[src/rtl/pair_frame_accum_pkg.sv]
// Shared widths and FSM state type for the pair_frame_accum slice.
package pair_frame_accum_pkg;

  // Frame sum width: exact pair sum plus headroom for p_count samples.
  function automatic int f_sum_w(input int p_size, input int p_count);
    return 2 * p_size + 1 + $clog2(p_count);
  endfunction

  // Width able to hold a sample count from 0 to p_count inclusive.
  function automatic int f_len_w(input int p_count);
    return $clog2(p_count + 1);
  endfunction

  typedef enum logic {
    IDLE = 1'b0,
    ACC  = 1'b1
  } state_t;

endpackage

[src/rtl/sum_fifo.sv]
// Frame FIFO with registered first-word-fall-through output.
// Occupancy is tracked with wrap-bit pointers; a push is accepted while full
// when a pop happens in the same cycle.
module sum_fifo #(
  parameter int p_width = 22,
  parameter int p_depth = 4
) (
  input  logic               clk,
  input  logic               rst,
  input  logic               wr_en,
  input  logic [p_width-1:0] wr_data,
  output logic               full,
  input  logic               rd_ready,
  output logic               rd_valid,
  output logic [p_width-1:0] rd_data
);

  localparam int AW = $clog2(p_depth);

  logic [p_width-1:0] mem_r [p_depth];
  logic [AW:0]        wr_ptr_r;
  logic [AW:0]        rd_ptr_r;
  logic [AW:0]        wr_ptr_nx_s;
  logic [AW:0]        rd_ptr_nx_s;
  logic               rd_valid_r;
  logic [p_width-1:0] rd_data_r;
  logic               full_s;
  logic               push_s;
  logic               pop_s;
  logic               bypass_s;
  logic [p_width-1:0] head_nx_s;

  // Handshake decode and next-pointer / next-head computation.
  always_comb begin
    full_s = (wr_ptr_r[AW] != rd_ptr_r[AW]) &&
             (wr_ptr_r[AW-1:0] == rd_ptr_r[AW-1:0]);
    pop_s  = rd_ready && rd_valid_r;
    push_s = wr_en && (!full_s || pop_s);
    if (push_s) begin
      wr_ptr_nx_s = wr_ptr_r + {{AW{1'b0}}, 1'b1};
    end else begin
      wr_ptr_nx_s = wr_ptr_r;
    end
    if (pop_s) begin
      rd_ptr_nx_s = rd_ptr_r + {{AW{1'b0}}, 1'b1};
    end else begin
      rd_ptr_nx_s = rd_ptr_r;
    end
    // The next head is the slot being written now: forward the new word.
    bypass_s = push_s && (rd_ptr_nx_s[AW-1:0] == wr_ptr_r[AW-1:0]);
    if (bypass_s) begin
      head_nx_s = wr_data;
    end else begin
      head_nx_s = mem_r[rd_ptr_nx_s[AW-1:0]];
    end
  end

  // Storage array write port.
  always_ff @(posedge clk) begin
    if (push_s) begin
      mem_r[wr_ptr_r[AW-1:0]] <= wr_data;
    end
  end

  // Pointers and the registered output word.
  always_ff @(posedge clk or posedge rst) begin
    if (rst) begin
      wr_ptr_r   <= {(AW + 1){1'b0}};
      rd_ptr_r   <= {(AW + 1){1'b0}};
      rd_valid_r <= 1'b0;
      rd_data_r  <= {p_width{1'b0}};
    end else begin
      wr_ptr_r   <= wr_ptr_nx_s;
      rd_ptr_r   <= rd_ptr_nx_s;
      rd_valid_r <= (wr_ptr_nx_s != rd_ptr_nx_s);
      if (wr_ptr_nx_s != rd_ptr_nx_s) begin
        rd_data_r <= head_nx_s;
      end
    end
  end

  assign full     = full_s;
  assign rd_valid = rd_valid_r;
  assign rd_data  = rd_data_r;

endmodule

[src/rtl/pair_frame_accum.sv]
// Sums paired upstream words over frames of p_count valid samples and queues
// completed (or flushed) frame sums for a valid/ready consumer.
// Optional build macro PAIR_FRAME_ACCUM_AVG_EN: output the frame sum shifted
// right by clog2(p_count) instead of the raw sum.
module pair_frame_accum
  import pair_frame_accum_pkg::*;
#(
  parameter int p_size  = 8,
  parameter int p_count = 4,
  parameter int p_depth = 4
) (
  input  logic                                  clk,
  input  logic                                  rst,
  input  logic [2*p_size-1:0]                   i_param,
  input  logic [2*p_size-1:0]                   i_param_2,
  input  logic                                  dv,
  input  logic                                  i_flush,
  input  logic                                  i_clr,
  output logic [f_sum_w(p_size, p_count)-1:0]   o_sum,
  output logic [f_len_w(p_count)-1:0]           o_len,
  output logic                                  o_valid,
  input  logic                                  i_ready,
  output logic                                  o_drop
);

  localparam int SW = f_sum_w(p_size, p_count);
  localparam int LW = f_len_w(p_count);
  localparam int PW = 2 * p_size + 1;
  localparam logic [LW-1:0] LAST = LW'(p_count - 1);
`ifdef PAIR_FRAME_ACCUM_AVG_EN
  localparam int SH = $clog2(p_count);
`endif

  state_t          state_r;
  logic [SW-1:0]   acc_r;
  logic [LW-1:0]   cnt_r;
  logic            drop_r;
  logic [PW-1:0]   addend_s;
  logic [SW-1:0]   sum_s;
  logic [SW-1:0]   push_val_s;
  logic [LW-1:0]   len_s;
  logic            complete_s;
  logic            flush_s;
  logic            push_s;
  logic            pop_s;
  logic            lost_s;
  logic            full_s;
  logic [SW+LW-1:0] fifo_data_s;

  // Sample add, frame-close decisions and the value to enqueue.
  always_comb begin
    addend_s   = {1'b0, i_param} + {1'b0, i_param_2};
    if (dv) begin
      sum_s = acc_r + SW'(addend_s);
    end else begin
      sum_s = acc_r;
    end
    len_s      = cnt_r + {{(LW - 1){1'b0}}, dv};
    complete_s = dv && (cnt_r == LAST);
    flush_s    = i_flush && ((cnt_r != {LW{1'b0}}) || dv);
    push_s     = !i_clr && (complete_s || flush_s);
`ifdef PAIR_FRAME_ACCUM_AVG_EN
    push_val_s = sum_s >> SH;
`else
    push_val_s = sum_s;
`endif
    pop_s      = o_valid && i_ready;
    lost_s     = push_s && full_s && !pop_s;
  end

  // Frame FSM with accumulator and sample counter.
  always_ff @(posedge clk or posedge rst) begin
    if (rst) begin
      state_r <= IDLE;
      acc_r   <= {SW{1'b0}};
      cnt_r   <= {LW{1'b0}};
    end else begin
      if (i_clr || push_s) begin
        acc_r <= {SW{1'b0}};
        cnt_r <= {LW{1'b0}};
      end else if (dv) begin
        acc_r <= sum_s;
        cnt_r <= len_s;
      end
      case (state_r)
        IDLE:    state_r <= (dv && !i_clr && !push_s) ? ACC : IDLE;
        ACC:     state_r <= (i_clr || push_s) ? IDLE : ACC;
        default: state_r <= IDLE;
      endcase
    end
  end

  // Sticky record of a completed frame lost to a full queue.
  always_ff @(posedge clk or posedge rst) begin
    if (rst) begin
      drop_r <= 1'b0;
    end else if (i_clr) begin
      drop_r <= 1'b0;
    end else if (lost_s) begin
      drop_r <= 1'b1;
    end
  end

  sum_fifo #(
    .p_width (SW + LW),
    .p_depth (p_depth)
  ) u_fifo (
    .clk      (clk),
    .rst      (rst),
    .wr_en    (push_s),
    .wr_data  ({push_val_s, len_s}),
    .full     (full_s),
    .rd_ready (i_ready),
    .rd_valid (o_valid),
    .rd_data  (fifo_data_s)
  );

  assign o_sum  = fifo_data_s[LW +: SW];
  assign o_len  = fifo_data_s[LW-1:0];
  assign o_drop = drop_r;

endmodule
[config.mk]
export PLATFORM = sky130hd
export DESIGN_NAME = pair_frame_accum
export DESIGN_NICKNAME = d
export VERILOG_FILES = /design/src/rtl/pair_frame_accum_pkg.sv /design/src/rtl/sum_fifo.sv /design/src/rtl/pair_frame_accum.sv
export SDC_FILE = /design/constraint.sdc
export NUM_CORES = 1
export LEC_CHECK = 0
export BUFFER_PORTS_ARGS = -buffer_cell sky130_fd_sc_hd__buf_2
export CORE_UTILIZATION = 40
export CTS_BUF_LIST = sky130_fd_sc_hd__clkbuf_8
export DETAILED_ROUTE_END_ITERATION = 10
export GPL_TIMING_DRIVEN = 0
export SYNTH_ARGS = -nofsm -noshare
export SYNTH_HDL_FRONTEND = slang
export SYNTH_SLANG_ARGS = --single-unit
[constraint.sdc]
create_clock -name clk -period 3.6 [get_ports clk]
set_input_delay 0.72 -clock clk [delete_from_list [all_inputs] [get_ports clk]]
set_output_delay 0.72 -clock clk [all_outputs]
set_load 0.03 [all_outputs]
==> impl_metrics.json <==
{
  "run_status": "finished, final reports clean",
  "grt_max_degree": 29,
  "wl_per_cell_um": 19.3,
  "path_clk_slew_ps": 80,
  "synthTopCellsByCount": "edfxtp_1 (88), dfrtp_1 (52), nor2_1 (26)",
  "die-area_um2": 18600,
  "dp_hpwl_um": 11400,
  "htreeDepth": 4,
  "crit_chain": "buf_2 -> fa_1 -> ha_1 -> a2111oi_0 -> o21ai_2 -> and4b_1 -> nor3_2 -> o21ai_0 -> mux2_2",
  "synthMuxAreaShare_pct": 13.2,
  "numPortBuffers": 61,
  "drt-initial-drc-count": 312,
  "worstPathArrival_ps": 3740,
  "finalCriticalPeriod_ps": 3420,
  "vias_per_cell": 5.55,
  "synth_top_flop_cell": "edfxtp_1",
  "grt_pass1_vias": 4747,
  "area_delta_synth_final_pct": 14.6,
  "synth_top_family_by_area": "multiplexers",
  "cp_max_fo": 9,
  "finClkSkew_ps": 12.0,
  "synth-edff-count": 88,
  "post_synth.cell_area_avg_um2": 13.9,
  "worst_pin_slew_ps": 1340,
  "clkSinkCount": 140,
  "wl_um": 16200,
  "met2WireLength_um": 8080,
  "slew_headroom_pct": 10.5,
  "cp.depth": 9,
  "hp-class": "in -> async",
  "core_um2": 17500,
  "vdd_drop_max_uv": 491,
  "final_antenna_net_count": 0,
  "cpMaxStageDelayCell": "a2111oi_0",
  "synth_compound_area_share_pct": 9.58,
  "synth_simple_gate_area_share_pct": 9.20,
  "ys.warnings.count": 0,
  "synth_xor_xnor_area_share_pct": 2.37,
  "slew_violations": 0,
  "crit_path_end_kind": "flip-flop",
  "num_io_pins": 62,
  "wl_met3_um": 584,
  "finalSetupViolCount": 0,
  "drive_gt1_share_pct": 26.8,
  "syn_inst": 522,
  "synth-seq-area-share_pct": 54.5,
  "yosysMostFrequentCell": "edfxtp_1",
  "antenna_found_initial": 0,
  "num_rows": 48,
  "synth_top_area_share_pct": 36.5,
  "p_leak_nw": 3.34,
  "rr_worst_depth": 8,
  "ys_types": 66,
  "synthTopCellsByArea": "edfxtp_1 (37%), dfrtp_1 (18%), mux4_2 (6.8%)",
  "synthArstFlopShare_pct": 37.1,
  "crit_buf_inv": 1,
  "dr.pass1.iters": 4,
  "clkLatencyLatePin_ps": 430,
  "initial_utilization_pct": 41.4,
  "m1WireLength_um": 7340,
  "synth_fa_ha_area_share_pct": 8.68,
  "diodes": 0,
  "worstSetupStartpointType": "primary input",
  "post-route-period-util_pct": 95.1,
  "ys_ff_latch": 140,
  "power_density_nw_per_um2": 807,
  "vias": 4668,
  "fmax_ghz": 0.292,
  "synth_nets": 600,
  "cts_buffers": 17,
  "rsz0062_at_grt": "no",
  "cp_top_family": "compound AO/OA/AOI/OAI gates",
  "cts_tree": "yes",
  "syn_area_um2": 7230,
  "cts-root-buf": "clkbuf_8",
  "die_y_um": 136,
  "die_w_um": 136,
  "criticalPathCategory": "in -> reg",
  "grt_overflow": 0,
  "fin_tns_setup_ps": 0,
  "drcViolationCount": 0,
  "gp_congestion": 0.818,
  "fin_ws_ps": 176,
  "final_nets": 681,
  "clock_path_buffers": 2,
  "final-hold-violation-count": 0,
  "cap_violations": 0,
  "track_usage_pct": 18.7,
  "required_ps": 3920,
  "synth_top_area_cell": "edfxtp_1",
  "cpPeakStageDelay_ps": 650,
  "pre_cts_slack_ps": -678,
  "highest_layer": "met4",
  "grt_first_pass_wirelength_um": 25700
}
==> registers in the layout, indices dropped and copies added (netlist names) <==
signal,flops
u_fifo.rd_data,22
u_fifo.mem_r,88
cnt_r,3
u_fifo.rd_ptr_r,3
u_fifo.wr_ptr_r,3
acc_r,19
u_fifo.rd_valid,1
o_drop,1
==> stage by stage <==
stage	area (um^2)	std cells	util, %	power, mW	hold slack, ps
final	8290	841	47.4	6.69	329
after detailed placement	7840	809	44.9	5.36	477
after CTS	8280	841	47.4	6.74	347
after global placement	7820	808	44.8	5.28	477
after floorplan	7230	522	-	4.58	462
after global routing	8290	841	47.4	7.09	361
==> routing by layer <==
layer,vias up,global-route usage (%)
li1,2147,-
met1,2382,24.4
met2,122,31.4
met3,17,3.54
met4,0,5.68
met5,-,0
==> cell type report <==
type	instances	area (um^2)
fill	1574	9190
timing repair buffer	62	325
sequential	140	3940
inverter	19	71.3
buffer	20	106
multi-input combinational	343	3130
clock buffer	19	262
tap	225	282
clock inverter	13	174
==> cell usage in the layout (no fill, tap or decap), drive strengths merged, types with 22 or more instances in the layout <==
cell,n
a21oi,23
buf,70
clkbuf,31
dfrtp,52
edfxtp,88
ha,23
mux2,31
mux4,22
nor2,26
o21ai,25
==> final timing paths <==
check | start | to | slack [ps]
hold reg to reg | u_fifo.wr_ptr_r[2] | u_fifo.wr_ptr_r[2] | 490
max in group asynchronous | rst | acc_r[13] | 2680
hold / removal | rst | u_fifo.rd_data[1] | 330
min in group clk | u_fifo.wr_ptr_r[2] | u_fifo.wr_ptr_r[2] | 490
setup / recovery | i_param[8] | u_fifo.rd_data[14] | 180
setup reg to reg | acc_r[8] | u_fifo.rd_data[14] | 200
==> report_power, final <==
group          switching (mW)  internal [mW]  total (mW)
registers               0.165           2.10        2.26
clock network           0.589          0.784        1.37
logic                    1.69           1.37        3.06
total                    2.44           4.25        6.69
==> cell families (layout without fill, tap and decap cells) <==
group,Yosys count,in the layout
muxes,58,58
DFF,140,140
buffers and inverters,39,133
adders and majority gates,40,40
and+or+nand+nor,123,123
AOI/OAI and AO/OA,104,104
xor gates and xnor gates,18,18
==> timing repair <==
item,in CTS,in global routing
gates resized for setup,1,2
buffers inserted,0,0
gates cloned,0,0
setup endpoints to repair,5,3
hold buffers,0,0
Note: power is estimated with default switching activity, not from simulation.
